===== config.mk =====
export PLATFORM = sky130hd
export DESIGN_NAME = latched_encoder8x3
export DESIGN_NICKNAME = d
export VERILOG_FILES = /design/src/rtl/latched_encoder8x3_pkg.sv /design/src/rtl/latched_encoder8x3_priority_enc8x3.sv /design/src/rtl/latched_encoder8x3.sv
export SDC_FILE = /design/constraint.sdc
export NUM_CORES = 1
export LEC_CHECK = 0
export CORE_AREA = 2 2 39 41
export CTS_CLUSTER_SIZE = 40
export DETAILED_ROUTE_END_ITERATION = 8
export DIE_AREA = 0 0 41 43
export DONT_BUFFER_PORTS = 1
export PLACE_DENSITY = 0.66
export SLEW_MARGIN = 20
export SYNTH_ARGS = -nofsm -noshare
export SYNTH_HDL_FRONTEND = slang
export SYNTH_SLANG_ARGS = --single-unit

===== constraint.sdc =====
create_clock -name clk -period 1.41 [get_ports clk]
set_input_delay 0.282 -clock clk [delete_from_list [all_inputs] [get_ports clk]]
set_output_delay 0.282 -clock clk [all_outputs]
set_load 0.005 [all_outputs]

===== src/rtl/latched_encoder8x3_pkg.sv =====
// Shared constants, state encoding and helpers for the latched 8-to-3 request encoder.
package latched_encoder8x3_pkg;

  localparam int REQ_W = 8;
  localparam int IDX_W = 3;

  typedef enum logic {
    ST_IDLE = 1'b0,
    ST_HOLD = 1'b1
  } state_e;

  // One-hot mask selecting the request line named by idx; used to retire a grant.
  function automatic logic [REQ_W-1:0] onehot_of(input logic [IDX_W-1:0] idx);
    logic [REQ_W-1:0] one;
    one = {{(REQ_W-1){1'b0}}, 1'b1};
    return one << idx;
  endfunction

endpackage


===== src/rtl/latched_encoder8x3_priority_enc8x3.sv =====
// Combinational 8-to-3 priority encoder with an any-bit flag.
// HI_FIRST=1 picks the highest set bit, HI_FIRST=0 the lowest.
module priority_enc8x3
  import latched_encoder8x3_pkg::*;
#(
  parameter bit HI_FIRST = 1'b1
) (
  input  logic [REQ_W-1:0] i_vec,
  output logic [IDX_W-1:0] o_idx,
  output logic             o_any
);

  logic [IDX_W-1:0] w_idx;

  // Scan so that the preferred bit is visited last and therefore wins.
  always_comb begin
    w_idx = {IDX_W{1'b0}};
    if (HI_FIRST) begin
      for (int i = 0; i < REQ_W; i++) begin
        w_idx = i_vec[i] ? IDX_W'(i) : w_idx;
      end
    end else begin
      for (int i = REQ_W - 1; i >= 0; i--) begin
        w_idx = i_vec[i] ? IDX_W'(i) : w_idx;
      end
    end
  end

  assign o_idx = w_idx;
  assign o_any = |i_vec;

endmodule


===== src/rtl/latched_encoder8x3.sv =====
// Latched request encoder: sticky pending register, one grant held under a
// valid/ack handshake, granted bit retired on ack.
module latched_encoder8x3
  import latched_encoder8x3_pkg::*;
#(
  parameter bit HI_FIRST = 1'b1
) (
  input  logic             clk,
  input  logic             rst,
  input  logic [REQ_W-1:0] D,
  input  logic             E,
  input  logic             ack,
  output logic [IDX_W-1:0] A,
  output logic             V,
  output logic             P
);

  state_e           r_state;
  state_e           w_state_nxt;
  logic [REQ_W-1:0] r_pending;
  logic [REQ_W-1:0] w_pending_nxt;
  logic [REQ_W-1:0] w_clr;
  logic [IDX_W-1:0] r_a;
  logic [IDX_W-1:0] w_a_nxt;
  logic             r_v;
  logic             w_v_nxt;
  logic [IDX_W-1:0] w_enc_idx;
  logic             w_enc_any;

  priority_enc8x3 #(.HI_FIRST(HI_FIRST)) u_penc (
    .i_vec (r_pending),
    .o_idx (w_enc_idx),
    .o_any (w_enc_any)
  );

  // Clear mask and pending update; a new capture beats a same-cycle clear.
  always_comb begin
    w_clr = {REQ_W{1'b0}};
    if ((r_state == ST_HOLD) && ack) begin
      w_clr = onehot_of(r_a);
    end else begin
      w_clr = {REQ_W{1'b0}};
    end
    w_pending_nxt = (r_pending & ~w_clr) | (D & {REQ_W{E}});
  end

  // Next-state and registered-output logic of the grant handshake.
  always_comb begin
    w_state_nxt = r_state;
    w_a_nxt     = r_a;
    w_v_nxt     = r_v;
    case (r_state)
      ST_IDLE: begin
        if (w_enc_any) begin
          w_a_nxt     = w_enc_idx;
          w_v_nxt     = 1'b1;
          w_state_nxt = ST_HOLD;
        end else begin
          w_v_nxt     = 1'b0;
          w_state_nxt = ST_IDLE;
        end
      end
      ST_HOLD: begin
        if (ack) begin
          w_v_nxt     = 1'b0;
          w_state_nxt = ST_IDLE;
        end else begin
          w_v_nxt     = 1'b1;
          w_state_nxt = ST_HOLD;
        end
      end
      default: begin
        w_v_nxt     = 1'b0;
        w_state_nxt = ST_IDLE;
      end
    endcase
  end

  // State, pending and output registers; reset drops every request and grant.
  always_ff @(posedge clk or posedge rst) begin
    if (rst) begin
      r_state   <= ST_IDLE;
      r_pending <= {REQ_W{1'b0}};
      r_a       <= {IDX_W{1'b0}};
      r_v       <= 1'b0;
    end else begin
      r_state   <= w_state_nxt;
      r_pending <= w_pending_nxt;
      r_a       <= w_a_nxt;
      r_v       <= w_v_nxt;
    end
  end

  assign A = r_a;
  assign V = r_v;
  assign P = |r_pending;

endmodule


* Yosys cells after proc, flatten, opt, wreduce, memory -nomap -nowiden
Cells that the tools add are included.
** Storage, ports and cells
- Input bits :: 12
- Bits in registers :: 12
- Logic and storage cells :: 23
- Output and inout bits :: 5
** Operators by class
- Shift operators :: 1
- Reduce and logical (&&, ||, !) cells :: 3
- Bitwise operators :: 5
- Muxes and demuxes :: 11
** Operators by type and width (number)
- 3-bit 2-to-1 mux :: 6
- 8-bit AND :: 2
- 8-bit 2-to-1 mux :: 1
- 8-bit inverter :: 1
- 8-bit bitwise OR :: 1
- 8-bit OR reduction :: 1
- 1-bit by 3-bit left shift with 8-bit output, first input constant :: 1
- 1-bit 2-to-1 mux :: 3
- 1-bit case mux with 2 select lines :: 1
- 2-bit AND reduction :: 1
- 1-bit logical AND :: 1
- 1-bit inverter :: 1

* Depth between registers and ports, before layout
- Depth after elaboration :: 7
- Gate-level depth with buffers :: 4
- Mapped depth without buffers :: 4

* Cells and area by module
A second synthesis with hierarchy kept.
** Second synthesis, totals
- Cells, all modules :: 64
- Area total of the unflattened synthesis :: 578.1 um^2
** Modules (own cells, without submodules)
- latched_encoder8x3 :: cells an instance 52, times used 1, area each 511.7 um^2
- priority_enc8x3 :: cells an instance 12, times used 1, area each 66.3 um^2

* Least setup slack after synthesis
Ideal clock, no wire load.
- Kind :: reg-to-reg
- From :: register, netlist name V
- To :: register r_pending[5]
- Required time :: 1.289 ns
- Path buffers :: 0
- Setup slack :: 0.225 ns
- Clock period less this slack :: 1.185 ns
- Data arrival time :: 1.064 ns
- Stages on the path, launching flop included :: 4
- Setup time :: 0.121 ns
- Cell sequence :: dfrtp_1 -> nand3_1 -> or3b_1 -> a22o_1
** RTL lines
- end signal, assigned :: RTL line latched_encoder8x3.sv:83 : r_pending <= {REQ_W{1'b0}};
- end signal, assigned :: RTL line latched_encoder8x3.sv:88 : r_pending <= w_pending_nxt;
- end, declared :: RTL line latched_encoder8x3.sv:20 : logic [REQ_W-1:0] r_pending;

* Worst setup path in the final report
- From :: register r_pending[6]
- To :: output port P
** On the way
- Cells in the longest elaborated chain, start to end :: 1
** RTL lines
- 8-bit OR reduction :: RTL line latched_encoder8x3.sv:96 : assign P = |r_pending;
- end, declared :: RTL line latched_encoder8x3.sv:15 : output logic P
No other way between the ends.

==> run summary <==
### Outcome
• **result of the run** finished clean

### Logic synthesis
• **distinct cell type count after synthesis** 20
• **total standard cell area after synthesis** 593 sq um
• **synthesized area per cell** 10.2 sq um
• **fraction of the yosys area taken by sequential cells** 50.6%
• **Syn. warnings** 0
• **#FFs+latches synth** 12
• **instance count of the mapped netlist** 58
• **Post-Synthesis Net Count** 70

### GRT
• **sum of overflow across all layers after global routing** 0
• **maximum number of pins on one net before global-route repair** 13
• **initial antenna violation count** 0
• **number of global-route vias before repair** 476
• **overall routing resource usage** 18.9%
• **first-pass GRT wire length** 2130 microns

### Pwr
• **PD cells** 1180 nW/um^2
• **clock network power share** 25.6%
• **maximum VDD drop** 0.000421 V
• **Leak Pwr** 0.291 nW
• **net switching share of the total power** 29.7%
• **power dissipated by switching net loads** 0.000238 W
• **internal cell power** 0.000563 W
• **logic gate share of total power** 18.1%
• **power share of the sequential group** 56.3%

### Final layout
• **final standard cell area without fillers** 678 sq um
• **most common library cell in the layout ignoring fill and taps** dfrtp_1
• **most frequent cells in the layout** dfrtp_1 (11), nand2_1 (9), buf_4 (7), o21ai_0 (5)
• **Area Overhead vs Synth** 14.3%
• **Net count, final** 80
• **# diodes** 0
• **final core area utilization** 49.0%
• **proportion of layout cells with a drive suffix above 1** 21.2%

### Critical path
• **R2R Path End** A[0]$_DFFE_PP0P_
• **startpoint of the most critical register-to-register path** r_pending[1]$_DFF_PP0_
• **CP Launch Point** r_pending[6]$_DFF_PP0_
• **critical path type** flop to output port
• **cells on worst reg2reg path** 5
• **required time of the critical path** 1.13 ns
• **Worst Setup End Kind** output port
• **setup slack on the worst flop-to-flop path** 0.08 ns
• **capturing element of the worst setup path** P
• **maximum fanout along the worst path** 3
• **Critical Path AT** 1.12 ns
• **startpoint class of the critical path** flop

### Timing
• **FMAX** 716 MHz
• **Final Slew Violations** 0
• **setup skew after layout** 0.00224 ns
• **post-layout worst setup margin** 0.0128 ns
• **final setup violation count** 0
• **final clock period utilization by the worst path** 99.1%
• **unrepaired setup endpoints after global routing** yes
• **Min Clock Period, post-route** 1.40 ns
• **Final Hold Viols** 0
• **headroom to the max-slew limit** 68.9%
• **transition time of the tightest slew-check pin** 0.467 ns

### Route
• **DR iter-0 viols** 9
• **Total Wirelength** 1290 microns
• **DR top layer** met4
• **final routed DRC violation total** 0
• **iteration count of the initial detailed-routing pass** 5
• **total number of vias** 486
• **post-detailed-route wirelength per cell** 15.7 microns
• **average vias per placed instance** 5.93
• **remaining number of nets flagged by the antenna check after routing** 0
• **WL met1** 520 microns
• **Met2 Routed Length** 660 microns
• **met3 wirelength from detailed routing** 81 microns

### Clock tree
• **buffer depth of the longest clock path** 2
• **number of H-tree levels** 1
• **root buf cell** clkbuf_4
• **clock-pin transition on the worst setup and hold timing paths** 0.07 ns
• **CTS tree** done
• **insertion delay to the later sink of the worst-skew pair** 0.26 ns
• **number of buffers added by the clock tree synthesis step** 3
• **clock sink count** 12

### Placed design
• **Place WS** 0.0950 ns
• **DPL Wire Length** 870 microns
• **final weighted congestion in routability-driven placement** 0.715
• **buffers added on ports** 0
• **placed standard-cell area** 604 sq um

### Floorplanning
• **horizontal die dimension** 41 microns
• **Vert. Die Dim** 43 microns
• **initial standard-cell utilization of the core** 42.9%
• **site row count** 14
• **Std-Cell Core Area** 1380 sq um
• **die footprint** 1760 sq um
• **number of top-level pins** 17

### Flow run
• **max cap viols** 0

### Hold path
• **hold crit path type** input pin to flop

## power by group through the flow
stage	clock [W]	sequential, W	combinational, W
global placement	0	0.000464	0.000104
finish	0.000205	0.000451	0.000145
detailed placement	0	0.000462	0.000108
global route	0.000230	0.000461	0.000162
CTS	0.000209	0.000450	0.000141
floorplan	0	0.000438	0.000101
## Yosys cell counts
| library cell | instances | share of area (%) |
|---|---|---|
| o311ai_0 | 1 | 1.5 |
| clkbuf_1 | 1 | 0.63 |
| a21oi_1 | 3 | 2.5 |
| nand3_1 | 2 | 1.7 |
| nor3b_1 | 1 | 1.3 |
| buf_8 | 1 | 2.5 |
| nor2_1 | 4 | 2.5 |
| o41ai_1 | 1 | 1.5 |
| or3b_1 | 1 | 1.5 |
| nor4_4 | 2 | 7.2 |
| a31oi_1 | 1 | 1.1 |
| nand3b_1 | 2 | 2.5 |
| a22o_1 | 4 | 5.9 |
| o31ai_1 | 1 | 1.3 |
| dfrtp_1 | 12 | 51 |
| buf_2 | 1 | 0.84 |
| inv_1 | 3 | 1.9 |
| o21a_1 | 2 | 2.5 |
| o21ai_0 | 5 | 4.2 |
| nand2_1 | 10 | 6.3 |
## per-layer routing
metal | vias up | global-route usage [%]
met1 | 231 | 24.3
met3 | 2 | 7.33
li1 | 225 | -
met2 | 28 | 25.3
met4 | 0 | 12.0
met5 | - | 0
## critical path, cell delays in order, from the launching register on
cell     delay, ns
dfrtp_1       0.41
nor4_4        0.33
nand2_2       0.11
## cell type report
type | instances | area (sq um)
Fill cell | 135 | 706
Inverter | 3 | 11.3
Tap cell | 16 | 20.0
Multi-Input combinational cell | 40 | 260
Clock buffer | 3 | 22.5
Timing Repair Buffer | 8 | 62.6
Sequential cell | 12 | 302
## what timing repair did
action | 4_1_cts | 5_1_grt
hold buffers | 1 | 0
endpoints found under the hold margin | 12 | 0
setup endpoints to repair | 1 | 2
pin swaps | 2 | 1
cloned | 0 | 0
buffers inserted | 4 | 1
gates resized for setup | 0 | 2
## registers in the layout, indices dropped and copies added (netlist names)
signal and cells:
V 1, A 3, r_pending 8
## kinds of logic (layout without fill, tap and decap cells)
kind of cell / Yosys count / count (layout) / synth area share [%]
compound gates: 18 / 18 / 20.5
flops: 12 / 12 / 50.6
simple gates: 22 / 22 / 23.0
buf+inv: 6 / 14 / 5.90
## how the worst min path moves through the flow
stage | startpoint | to | slack, ns | depth (start not counted)
6_report | E | r_pending[7]$_DFF_PP0_ | 0.12 | 2
5_1_grt | E | r_pending[0]$_DFF_PP0_ | 0.12 | 2
4_1_cts | E | r_pending[4]$_DFF_PP0_ | 0.12 | 2
3_5_place_dp | rst | r_pending[5]$_DFF_PP0_ | 0.21 | 1
3_3_place_gp | rst | r_pending[5]$_DFF_PP0_ | 0.20 | 1
2_1_floorplan | rst | A[0]$_DFFE_PP0P_ | 0.15 | 1
## metrics by stage
step | TNS [ns] | hold WS [ns] | power [W] | cells
2_1_floorplan | 0 | 0.147 | 0.000539 | 58
3_3_place_gp | 0 | 0.204 | 0.000569 | 73
3_5_place_dp | 0 | 0.207 | 0.000570 | 73
4_1_cts | -0.0100 | 0.118 | 0.000799 | 81
5_1_grt | -0.0907 | 0.115 | 0.000854 | 82
6_report | 0 | 0.122 | 0.000800 | 82
No activity file was read; power rests on OpenSTA's default activity.
